`src/rtl/spi_ram_slave.sv`:
```
// rtl/spi_ram_slave.sv - SPI mode-0 slave decoding host frames into 16x8 RAM accesses
module spi_ram_slave #(
  parameter int AW = 4,
  parameter int DW = 8
) (
  input  logic          clk,
  input  logic          rst_n,
  input  logic          sclk,
  input  logic          cs_n,
  input  logic          mosi,
  output logic          miso,
  output logic          miso_oe,
  output logic [DW-1:0] ram_datain,
  input  logic [DW-1:0] ram_dataout,
  output logic          ram_enable,
  output logic          ram_rw,
  output logic [AW-1:0] ram_adrs,
  output logic          frame_done,
  output logic          frame_err
);

  typedef enum logic [2:0] {IDLE, CMD, RD_ISSUE, RD_LOAD, DATA, WR_COMMIT} state_t;

  logic sclk_s1_q, sclk_s2_q, sclk_d1_q;
  logic cs_s1_q, cs_s2_q, cs_d1_q;
  logic mosi_s1_q, mosi_s2_q;

  always_ff @(posedge clk or negedge rst_n) begin
    if (!rst_n) begin
      sclk_s1_q <= 1'b0;
      sclk_s2_q <= 1'b0;
      sclk_d1_q <= 1'b0;
      cs_s1_q   <= 1'b1;
      cs_s2_q   <= 1'b1;
      cs_d1_q   <= 1'b1;
      mosi_s1_q <= 1'b0;
      mosi_s2_q <= 1'b0;
    end else begin
      sclk_s1_q <= sclk;
      sclk_s2_q <= sclk_s1_q;
      sclk_d1_q <= sclk_s2_q;
      cs_s1_q   <= cs_n;
      cs_s2_q   <= cs_s1_q;
      cs_d1_q   <= cs_s2_q;
      mosi_s1_q <= mosi;
      mosi_s2_q <= mosi_s1_q;
    end
  end

  logic rise, fall, cs_fall, cs_rise;
  assign rise    =  sclk_s2_q & ~sclk_d1_q;
  assign fall    = ~sclk_s2_q &  sclk_d1_q;
  assign cs_fall = ~cs_s2_q   &  cs_d1_q;
  assign cs_rise =  cs_s2_q   & ~cs_d1_q;

  state_t        state_q, state_d;
  logic [7:0]    cnt_q, cnt_d;
  logic [DW-1:0] rx_q, rx_d, tx_q, tx_d;
  logic [AW-1:0] addr_q, addr_d;
  logic          rd_q, rd_d, miso_q, miso_d;
  logic          done_q, done_d, err_q, err_d;

  logic [7:0]    cnt_inc;
  logic          byte_end;
  logic [DW-1:0] shift_in;

  // Saturated counter never reports another byte boundary.
  assign cnt_inc  = (cnt_q == 8'hFF) ? cnt_q : cnt_q + 8'd1;
  assign byte_end = (cnt_q != 8'hFF) && (cnt_inc[2:0] == 3'd0);
  assign shift_in = {rx_q[DW-2:0], mosi_s2_q};

  always_comb begin
    state_d = state_q;
    cnt_d   = cnt_q;
    rx_d    = rx_q;
    tx_d    = tx_q;
    addr_d  = addr_q;
    rd_d    = rd_q;
    miso_d  = miso_q;
    done_d  = 1'b0;
    err_d   = 1'b0;
    if (cs_fall) begin
      state_d = CMD;
      cnt_d   = 8'd0;
      rx_d    = '0;
      tx_d    = '0;
      miso_d  = 1'b0;
    end else if (cs_rise && state_q != IDLE) begin
      // Deselect beats any simultaneous sclk edge; a partial byte is dropped.
      state_d = IDLE;
      miso_d  = 1'b0;
      if (cnt_q >= 8'd16 && cnt_q[2:0] == 3'd0) done_d = 1'b1;
      else                                      err_d  = 1'b1;
    end else begin
      if (rise && state_q != IDLE) cnt_d = cnt_inc;
      case (state_q)
        CMD: begin
          if (rise) begin
            rx_d = shift_in;
            if (byte_end) begin
              addr_d  = shift_in[AW-1:0];
              rd_d    = shift_in[DW-1];
              state_d = shift_in[DW-1] ? RD_ISSUE : DATA;
            end
          end
        end
        RD_ISSUE: state_d = RD_LOAD;
        RD_LOAD: begin
          tx_d    = ram_dataout;
          state_d = DATA;
        end
        DATA: begin
          if (rd_q) begin
            if (fall) begin
              miso_d = tx_q[DW-1];
              tx_d   = {tx_q[DW-2:0], 1'b0};
            end
            if (rise && byte_end) begin
              addr_d  = addr_q + 1'b1;
              state_d = RD_ISSUE;
            end
          end else if (rise) begin
            rx_d = shift_in;
            if (byte_end) state_d = WR_COMMIT;
          end
        end
        WR_COMMIT: begin
          addr_d  = addr_q + 1'b1;
          state_d = DATA;
        end
        default: state_d = state_q;
      endcase
    end
  end

  always_ff @(posedge clk or negedge rst_n) begin
    if (!rst_n) begin
      state_q <= IDLE;
      cnt_q   <= 8'd0;
      rx_q    <= '0;
      tx_q    <= '0;
      addr_q  <= '0;
      rd_q    <= 1'b0;
      miso_q  <= 1'b0;
      done_q  <= 1'b0;
      err_q   <= 1'b0;
    end else begin
      state_q <= state_d;
      cnt_q   <= cnt_d;
      rx_q    <= rx_d;
      tx_q    <= tx_d;
      addr_q  <= addr_d;
      rd_q    <= rd_d;
      miso_q  <= miso_d;
      done_q  <= done_d;
      err_q   <= err_d;
    end
  end

  // An in-flight write commit is allowed to finish even when deselected.
  assign ram_enable = (state_q == RD_ISSUE && !cs_rise) || (state_q == WR_COMMIT);
  assign ram_rw     = (state_q != WR_COMMIT);
  assign ram_adrs   = addr_q;
  assign ram_datain = rx_q;
  assign miso       = miso_q;
  assign miso_oe    = ~cs_s2_q;
  assign frame_done = done_q;
  assign frame_err  = err_q;

endmodule
```
`config.mk`:
```
export PLATFORM = sky130hd
export DESIGN_NAME = spi_ram_slave
export DESIGN_NICKNAME = d
export VERILOG_FILES = /design/src/rtl/spi_ram_slave.sv
export SDC_FILE = /design/constraint.sdc
export NUM_CORES = 1
export LEC_CHECK = 0
export ABC_CLOCK_PERIOD_IN_PS = 1800
export CAP_MARGIN = 0
export CORE_ASPECT_RATIO = 0.7
export CORE_MARGIN = 5
export CORE_UTILIZATION = 49
export DETAILED_ROUTE_END_ITERATION = 8
export PLACE_DENSITY_LB_ADDON = 0.12
export SETUP_SLACK_MARGIN = 0.05
export SYNTH_ARGS = -nofsm -noshare
export SYNTH_HDL_FRONTEND = slang
export SYNTH_SLANG_ARGS = --single-unit
```
`constraint.sdc`:
```
create_clock -name clk -period 1.8 [get_ports clk]
set_input_delay 0.36 -clock clk [delete_from_list [all_inputs] [get_ports clk]]
set_output_delay 0.36 -clock clk [all_outputs]
set_load 0.01 [all_outputs]
```
### Word level (Yosys, flattened, before mapping)

Cells that the tools add are included.

* output and inout port bits: 18
* register bits after elaboration: 43

* muxes and demuxes: 40
* magnitude comparators: 1
* $add $sub $neg: 2
* reductions and logical operators: 28
* equal/unequal tests: 22
* bitwise operators: 10

Operators by type and width (number)
* $mux 8: 12
* $pmux 8 s2: 2
* $mux 3: 9
* $reduce_bool 3->1: 7
* $mux 4: 4
* $ne 5x5->1 const B: 3
* $ne 2x2->1 const B: 6
* $ne 3x3->1 const B: 4
* $pmux 3 s4: 1
* $pmux 4 s3: 1
* $mux 1: 11
* $reduce_and 3->1: 3
* $add 8x1->8 const B: 1
* $eq 8x8->1 const B: 1
* $ge 8x5->1 const B: 1
* $ne 4x4->1 const B: 2
* $ne 8x8->1 const B: 1
* $reduce_and 7->1: 1
* $eq 3x2->1 const B: 2
* $eq 3x3->1 const B: 2
* $logic_and 1x1->1: 6
* $logic_not 3->1: 2
* $not 1->1: 6
* $reduce_and 6->1: 1
* 11 further kinds: 14

### Logic depth before layout (Yosys ltp)

Gate-level depths: netlist of the first run.

* depth after elaboration: 10
* mapped depth: 7
* mapped depth without buffers: 6

### Worst setup path after synthesis of the first run

Ideal clock, no wire load.

* path type: flip-flop to flip-flop
* from: register cnt_q[0]
* to: register rd_q
* data required time: 1.675 ns
* arrival: 1.662 ns
* path slack: 0.014 ns
* cell stages (with the launch flop): 7
* library setup time: 0.125 ns
* path through: dfrtp_1 > inv_1 > ha_1 > and4bb_2 > o211ai_1 > nor4_1 > mux2_2

* cells in the longest elaborated chain, start to end: 5

RTL lines
* start, declared: line 57 `logic [7:0] cnt_q, cnt_d;`
* start signal, assigned: line 149 `cnt_q <= cnt_d;`
* $add 8x1->8 or $eq 8x8->1 (tied branches): line 68 `assign cnt_inc = (cnt_q == 8'hFF) ? cnt_q : cnt_q + 8'd1;`
* $mux 8: line 68
* $logic_not 3->1: line 69 `assign byte_end = (cnt_q != 8'hFF) && (cnt_inc[2:0] == 3'd0);`
* $logic_and 1x1->1 (*): line 69
* $reduce_and 5->1 (no line) (*)
* end signal, assigned: line 153 `rd_q <= rd_d;`
* end, declared: line 60 `logic rd_q, rd_d, miso_q, miso_d;`

Mark *: on every way between the ends. The rest lies on a longest branch, timed or not. The select of a mux whose other input is x is not followed.
A chain may end at the register's enable or synchronous reset.

### Worst setup path in the final report of the first run

* from: register cnt_q[1]
* to: register rd_q

Same word-level chain as after synthesis.

==> Implementation_results.wiki, run 1 <==
{| class="wikitable"
! Metric !! Value
|-
| Clock tree from TritonCTS || yes
|-
| WP data required || 2000 ps
|-
| Synth Flop Type || sky130_fd_sc_hd__dfrtp_1
|-
| Avg Inst Size Synth || 10.2 µm²
|-
| DR DRC count || 0
|-
| Class of the most critical hold timing path || input port to async pin
|-
| Via count of the first global-routing pass || 2051
|-
| Effective utilization at floorplan || 51.9%
|-
| Crit share post-route || 107%
|-
| Fin Clk Skew || 10.8 ps
|-
| Source of the critical timing path || cnt_q[1]$_DFFE_PN0P_
|-
| Average via count per standard cell || 5.99
|-
| Peak fanout along the critical path || 3
|-
| Width of the die || 92.1 µm
|-
| I/O Buffers || 30
|-
| Placer Congestion || 0.925
|-
| Remaining max-slew budget at the tightest pin || 64.3%
|-
| Outcome || finished, violations left
|-
| Final critical path time including I/O delays and setup || 1920 ps
|-
| R2r setup slk || -120 ps
|-
| Total of max-cap violations || 0
|-
| Synthesized flop and latch total || 43
|-
| Total count of hold-check failures in the final report || 0
|-
| Starting DRT DRC Count || 199
|-
| Library cells used by synthesis || 56
|-
| Final setup violation count || 5
|-
| Total Nets Final || 318
|-
| Die Area || 6210 µm²
|-
| Maximum level of the CTS H-tree || 2
|-
| Yosys warning count || 0
|-
| Least-Margin Pin Slew || 535 ps
|-
| Post-synth EDFFs || 0
|-
| Violated checks || setup timing
|-
| Chip Height || 67.5 µm
|-
| Worst hold slack || 117 ps
|-
| Number of nets produced by synthesis || 242
|-
| Arr. time, crit path || 2120 ps
|-
| Share of async-settable or async-resettable flops after synthesis || 100%
|-
| Total via count after detailed routing || 2144
|-
| Post-synth design cell area || 2310 µm²
|-
| WL per Instance || 18.0 µm
|-
| Highest-count cells in the layout ignoring fill and taps || sky130_fd_sc_hd__buf_4, sky130_fd_sc_hd__dfrtp_1, sky130_fd_sc_hd__clkdlybuf4s50_1
|-
| Number of antenna violations at the first check in global routing || 0
|-
| Sequential fraction of the synthesis area || 46.7%
|-
| Root buffer selected by CTS || sky130_fd_sc_hd__clkbuf_8
|-
| Later-pin clock latency in the skew report || 300 ps
|-
| Antenna Cells || 0
|-
| Kind of critical path || register to register
|-
| Share of cells above drive strength 1 || 38.6%
|-
| Layout overhead on the synthesized area || 44.1%
|-
| Std-Cell Rows || 20
|-
| VDD IR-drop max || 581 µV
|-
| Maximum clock frequency || 0.521 GHz
|-
| Summed negative setup slack over all endpoints || -237 ps
|-
| Post-layout worst setup margin || -118 ps
|-
| Overall fraction of global-route tracks in use || 21.2%
|-
| Static leakage || 1.43 nW
|-
| Fin. max-slew vios || 0
|-
| Worst reg2reg path startpoint || cnt_q[1]$_DFFE_PN0P_
|-
| Wire length of the first global-routing pass || 10.3 mm
|-
| # IOs || 31
|-
| Type of element launching the critical path || register
|-
| CTS Buf Count || 5
|-
| CTS clock-pin slew for the worst setup and hold paths || 90 ps
|-
| Final Power || 2.56 mW
|-
| Area inside the core boundary || 4450 µm²
|-
| Count of filler cells inserted in the layout || 306
|-
| Depth of the most critical reg-to-reg path || 6
|-
| Pre-antenna DRT Iters || 4
|-
| Most frequent standard cell in the layout excluding fill and tap cells || sky130_fd_sc_hd__buf_4
|-
| Endpoint kind of the worst setup timing path || register
|-
| Worst setup endpoint || rd_q$_DFFE_PN0P_
|-
| Power per cell area || 769 nW/µm²
|-
| Routed Wire Length || 6.46 mm
|-
| Clock net sink count || 43
|-
| Antenna-violating nets left || 0
|-
| HPWL Detailed || 4.03 mm
|-
| Syn Inst Count || 226
|-
| Maximum count of clock buffers along a single path || 2
|-
| FF-to-FF End || rd_q$_DFFE_PN0P_
|-
| Maximum number of pins on one net before global-route repair || 44
|-
| Overflow left after global routing || 0
|-
| Hold-fix buffer count after cts || 0
|-
| Unrepaired setup endpoints after global routing || true
|}
worst max-delay path, cell delays in order (launching register included):
cell and delay (ps):
sky130_fd_sc_hd__dfrtp_1 440, sky130_fd_sc_hd__inv_2 120, sky130_fd_sc_hd__ha_4 200, sky130_fd_sc_hd__and4bb_2 320, sky130_fd_sc_hd__o211ai_1 150, sky130_fd_sc_hd__nor4_1 220
sky130_fd_sc_hd__mux2_2 370
kinds of logic (layout without fill, tap and decap cells):
family	after synthesis	in the layout	share of synthesized area [%]
AND/OR/NAND/NOR	76	76	20.3
AO/OA/AOI/OAI	70	70	20.6
flip-flops	43	43	46.7
buffers and inverters	21	98	4.71
multiplexers	11	11	5.30
adder cells (fa/ha/maj)	4	4	2.06
XOR/XNOR	1	1	0.379
cell usage after synthesis (5+ instances only):
| master | instances | area (µm²) |
|---|---|---|
| sky130_fd_sc_hd__nor2b_1 | 5 | 31.3 |
| sky130_fd_sc_hd__a22o_1 | 9 | 78.8 |
| sky130_fd_sc_hd__dfrtp_1 | 40 | 1000 |
| sky130_fd_sc_hd__o21ai_0 | 13 | 65.1 |
| sky130_fd_sc_hd__buf_2 | 6 | 30.0 |
| sky130_fd_sc_hd__nor2_1 | 8 | 30.0 |
| sky130_fd_sc_hd__a21oi_1 | 19 | 95.1 |
| sky130_fd_sc_hd__nand2_1 | 17 | 63.8 |
| sky130_fd_sc_hd__nor3_1 | 6 | 30.0 |
| sky130_fd_sc_hd__nand3_1 | 8 | 40.0 |
| sky130_fd_sc_hd__inv_1 | 8 | 30.0 |
| sky130_fd_sc_hd__mux2_2 | 10 | 113 |
area by class of cell:
class / count / area (µm²) / area share (%)
clock buffer: 5 / 68.8 / 2.07
clock inverter: 3 / 43.8 / 1.31
inverter: 8 / 30.0 / 0.901
multi-input combinational: 162 / 1310 / 39.2
sequential: 43 / 1080 / 32.6
tap: 55 / 68.8 / 2.07
timing repair buffer: 82 / 729 / 21.9
where the power goes:
| group | switching [mW] | leakage, nW | total, mW | internal (mW) |
|---|---|---|---|---|
| combinational | 0.311 | 0.825 | 0.685 | 0.374 |
| sequential | 0.0692 | 0.549 | 1.12 | 1.05 |
| clock | 0.345 | 0.0581 | 0.759 | 0.413 |
| total | 0.725 | 1.43 | 2.56 | 1.84 |
worst min path at each step:
stage	slack [ps]	endpoint	cells past startpoint	start
final	120	frame_err$_DFF_PN0_	2	rst_n
after global routing	170	frame_err$_DFF_PN0_	2	rst_n
after CTS	130	frame_err$_DFF_PN0_	2	rst_n
after detailed placement	340	mosi_s2_q$_DFF_PN0_	0	mosi_s1_q$_DFF_PN0_
after global placement	340	mosi_s2_q$_DFF_PN0_	0	mosi_s1_q$_DFF_PN0_
after floorplan	60	cnt_q[0]$_DFFE_PN0P_	0	rst_n
metrics by stage:
stage	cells	instance area, µm²	worst slack, ps	util (%)
global placement	336	2890	-117	64.8
detailed placement	336	2890	-148	64.8
floorplan	226	2320	13.8	-
global route	358	3330	-133	74.8
CTS	350	3130	-73.1	70.2
finish	358	3330	-118	74.8
metal layers:
layer / wire length, µm / GRT usage (%) / vias to the layer above
li1: - / - / 1000
met1: 2890 / 30.8 / 1053
met2: 3000 / 31.5 / 80
met3: 481 / 4.90 / 11
met4: 82 / 6.85 / 0
met5: 0 / 0 / -
flip-flops by register name (all words and copies together), names as in the netlist:
signal and cells:
cnt_q 8, cs_d1_q 1, cs_s1_q 1, cs_s2_q 1, frame_done 1, frame_err 1, miso 1, mosi_s1_q 1
mosi_s2_q 1, ram_adrs 4, ram_datain 8, rd_q 1, sclk_d1_q 1, sclk_s1_q 1, sclk_s2_q 1, state_q 3
tx_q 8
what timing repair did:
action	CTS	global route
buffers inserted	6	8
pin swaps	6	8
setup endpoints to repair	35	35
resized for setup	31	37
(Power assumes the default switching activity.)
==> run 2, diff against run 1 <==
--- a/config.mk
+++ b/config.mk
@@ -5,11 +5,11 @@
 export SDC_FILE = /design/constraint.sdc
 export NUM_CORES = 1
 export LEC_CHECK = 0
-export ABC_CLOCK_PERIOD_IN_PS = 1800
+export ABC_CLOCK_PERIOD_IN_PS = 2000
 export CAP_MARGIN = 0
 export CORE_ASPECT_RATIO = 0.7
 export CORE_MARGIN = 5
-export CORE_UTILIZATION = 49
+export CORE_UTILIZATION = 55
 export DETAILED_ROUTE_END_ITERATION = 8
 export PLACE_DENSITY_LB_ADDON = 0.12
 export SETUP_SLACK_MARGIN = 0.05
==> constraint.sdc (replaced) <==
create_clock -name clk -period 2 [get_ports clk]
set_input_delay 0.4 -clock clk [delete_from_list [all_inputs] [get_ports clk]]
set_output_delay 0.4 -clock clk [all_outputs]
set_load 0.01 [all_outputs]
==> Implementation_results.wiki, run 2 (synthesis results as in run 1) <==
{| class="wikitable"
! Metric !! Value
|-
| Class of the most critical hold timing path || input port to async pin
|-
| Final core utilization || 72.9% (-1.9 points)
|-
| Placed Instance Area || 2740 µm² (-5.0%)
|-
| WL per Instance || 16.4 µm (-9.0%)
|-
| Total of max-cap violations || 0 (unchanged)
|-
| Fin Clk Skew || 7.94 ps (-2.91 ps)
|-
| Kind of critical path || register to register
|-
| Maximum clock frequency || 0.522 GHz (+0.14%)
|-
| Unrepaired setup endpoints after global routing || false
|-
| Count of filler cells inserted in the layout || 301 (-1.6%)
|-
| Fin. max-slew vios || 0 (unchanged)
|-
| Clock net sink count || 43 (unchanged)
|-
| Endpoint kind of the worst setup timing path || register
|-
| Std-Cell Rows || 19 (-5.0%)
|-
| Final setup violation count || 0 (-5)
|-
| Total count of hold-check failures in the final report || 0 (unchanged)
|-
| Worst setup slack before clock tree synthesis || 43.8 ps (+192 ps)
|-
| Routed Wire Length || 5.33 mm (-17%)
|-
| Crit share post-route || 95.8% (-11 points)
|-
| R2r setup slk || 80 ps (+200 ps)
|-
| Longest individual stage delay on the worst path || 410 ps (-30 ps)
|-
| Placer Congestion || 0.931 (+0.59%)
|-
| WP data required || 2190 ps (+190 ps)
|-
| Post-layout worst setup margin || 84.6 ps (+203 ps)
|-
| Cell Count, Final, Fillers Out || 325 (-9.2%)
|-
| CTS Buf Count || 5 (unchanged)
|-
| Final Power || 2.00 mW (-22%)
|-
| Peak fanout along the critical path || 3 (unchanged)
|-
| Maximum count of clock buffers along a single path || 2 (unchanged)
|-
| Buffers & Inverters on Critical Path || 1 (unchanged)
|-
| Arr. time, crit path || 2100 ps (-20 ps)
|-
| Power per cell area || 688 nW/µm² (-10%)
|-
| Ordered cell list for the critical path || inv_2 > ha_4 > and4bb_2 > o211ai_1 > nor4_1 > mux2_2
|-
| Antenna Cells || 0 (unchanged)
|-
| Layout overhead on the synthesized area || 25.9%
|-
| HPWL Detailed || 3.88 mm (-3.6%)
|-
| Depth of the most critical reg-to-reg path || 6 (unchanged)
|-
| Chip Height || 64.2 µm (-4.8%)
|-
| Maximum level of the CTS H-tree || 2 (unchanged)
|-
| Overflow left after global routing || 0 (unchanged)
|-
| Root buffer selected by CTS || sky130_fd_sc_hd__clkbuf_8
|-
| DR DRC count || 0 (unchanged)
|-
| Width of the die || 87.5 µm (-5.0%)
|-
| Wire length of the first global-routing pass || 9.32 mm (-9.6%)
|-
| Effective utilization at floorplan || 57.9% (+6.0 points)
|-
| Hold-fix buffer count after cts || 0 (unchanged)
|-
| Worst hold slack || 55.3 ps (-61.7 ps)
|-
| Share of cells above drive strength 1 || 23.8% (-15 points)
|-
| Number of antenna violations at the first check in global routing || 0 (unchanged)
|-
| I/O Buffers || 30 (unchanged)
|-
| Outcome || completed
|-
| Gate family responsible for the most delay along the worst path || simple AND/OR/NAND/NOR gates
|-
| FF-to-FF End || rd_q$_DFFE_PN0P_
|-
| Maximum number of pins on one net before global-route repair || 24 (-45%)
|-
| Overall fraction of global-route tracks in use || 20.9% (-0.32 points)
|-
| Master of the slowest instance on the critical path || sky130_fd_sc_hd__dfrtp_1
|-
| Worst reg2reg path startpoint || cnt_q[0]$_DFFE_PN0P_
|-
| Starting DRT DRC Count || 147 (-26%)
|-
| Pre-antenna DRT Iters || 4 (unchanged)
|-
| Later-pin clock latency in the skew report || 290 ps (about the same)
|-
| # IOs || 31 (unchanged)
|-
| Least-Margin Pin Slew || 478 ps (-56.6 ps)
|-
| Die Area || 5620 µm² (-9.6%)
|-
| Static leakage || 1.22 nW (-15%)
|-
| Final critical path time including I/O delays and setup || 1920 ps (-2.68 ps)
|-
| Average via count per standard cell || 5.89 (-1.6%)
|-
| # placed instances || 313 (-6.8%)
|-
| Summed negative setup slack over all endpoints || 0 ps (+237 ps)
|-
| Remaining max-slew budget at the tightest pin || 68.1% (+3.8 points)
|-
| Highest-count cells in the layout ignoring fill and taps || sky130_fd_sc_hd__dfrtp_1, sky130_fd_sc_hd__clkdlybuf4s50_1, sky130_fd_sc_hd__buf_4
|-
| Clock tree from TritonCTS || yes
|-
| Most frequent standard cell in the layout excluding fill and tap cells || sky130_fd_sc_hd__dfrtp_1
|-
| CTS clock-pin slew for the worst setup and hold paths || 80 ps (about the same)
|-
| Total via count after detailed routing || 1915 (-11%)
|-
| Antenna-violating nets left || 0 (unchanged)
|-
| Via count of the first global-routing pass || 1881 (-8.3%)
|-
| VDD IR-drop max || 574 µV (-1.3%)
|-
| Post-route cell area || 2910 µm² (-13%)
|-
| Area inside the core boundary || 3990 µm² (-10%)
|-
| Type of element launching the critical path || register
|-
| Total Nets Final || 288 (-9.4%)
|}
run 2: cell count changes in the layout (fill, tap and decap cells not counted), moves of 3 or more:
cell	previous run	this run
sky130_fd_sc_hd__nor2b_4	3	0
sky130_fd_sc_hd__nor2b_1	1	4
sky130_fd_sc_hd__buf_6	9	0
sky130_fd_sc_hd__buf_4	41	21
sky130_fd_sc_hd__dfrtp_2	4	1
sky130_fd_sc_hd__a211oi_2	3	0
sky130_fd_sc_hd__a211oi_1	1	4
sky130_fd_sc_hd__dfrtp_1	36	39
run 2: cell type report:
type	count	area [µm²]	area share [%]
Clock buffer	5	68.8	2.36
Clock inverter	3	15.0	0.516
Inverter	8	30.0	1.03
Multi-Input combinational cell	162	1190	40.7
Sequential cell	43	1080	37.1
Tap cell	52	65.1	2.23
Timing Repair Buffer	52	465	16.0
run 2: report_power, final:
part | switching (mW) | internal, mW
Clock | 0.289 | 0.239
Sequential | 0.0562 | 0.942
Combinational | 0.234 | 0.243
run 2: worst max path at each step:
stage	depth (start not counted)	to	slack, ps	startpoint
after floorplan	6	rd_q$_DFFE_PN0P_	210	cnt_q[0]$_DFFE_PN0P_
after global placement	6	rd_q$_DFFE_PN0P_	30	cnt_q[0]$_DFFE_PN0P_
after detailed placement	6	rd_q$_DFFE_PN0P_	40	cnt_q[0]$_DFFE_PN0P_
after CTS	4	ram_enable	40	cs_s2_q$_DFF_PN1_
after global routing	7	cnt_q[3]$_DFFE_PN0P_	40	cnt_q[0]$_DFFE_PN0P_
final	6	rd_q$_DFFE_PN0P_	80	cnt_q[0]$_DFFE_PN0P_
run 2: worst register-to-register path: cells and delay by family, from the launching register on:
kind | cells | cell delay (ps)
AND/OR/NAND/NOR | 2 | 580
buffers and inverters | 1 | 100
flip-flops | 1 | 410
adder cells (fa/ha/maj) | 1 | 220
multiplexers | 1 | 380
AO/OA/AOI/OAI | 1 | 120
run 2: what timing repair did:
| item | 4_1_cts | 5_1_grt |
|---|---|---|
| setup endpoints to repair | 10 | 30 |
| pin swaps | 1 | 1 |
| buffers inserted | 4 | 0 |
| gates resized for setup | 9 | 10 |
run 2: routing by layer:
layer | part of all wire, % | track usage (%) | vias to the layer above
li1 | - | - | 941
met1 | 50 | 31.7 | 919
met2 | 43 | 30.6 | 51
met3 | 6.2 | 4.36 | 4
met4 | 0.58 | 4.60 | 0
met5 | 0 | 0 | -
==> run 3, diff against run 2 <==
--- a/config.mk
+++ b/config.mk
@@ -10,6 +10,7 @@
 export CORE_ASPECT_RATIO = 0.7
 export CORE_MARGIN = 5
 export CORE_UTILIZATION = 55
+export CTS_CLUSTER_DIAMETER = 50
 export DETAILED_ROUTE_END_ITERATION = 8
 export PLACE_DENSITY_LB_ADDON = 0.12
 export SETUP_SLACK_MARGIN = 0.05
==> results of run 3 <==
The final DEF is identical to that of run 2; final timing and power are the same.
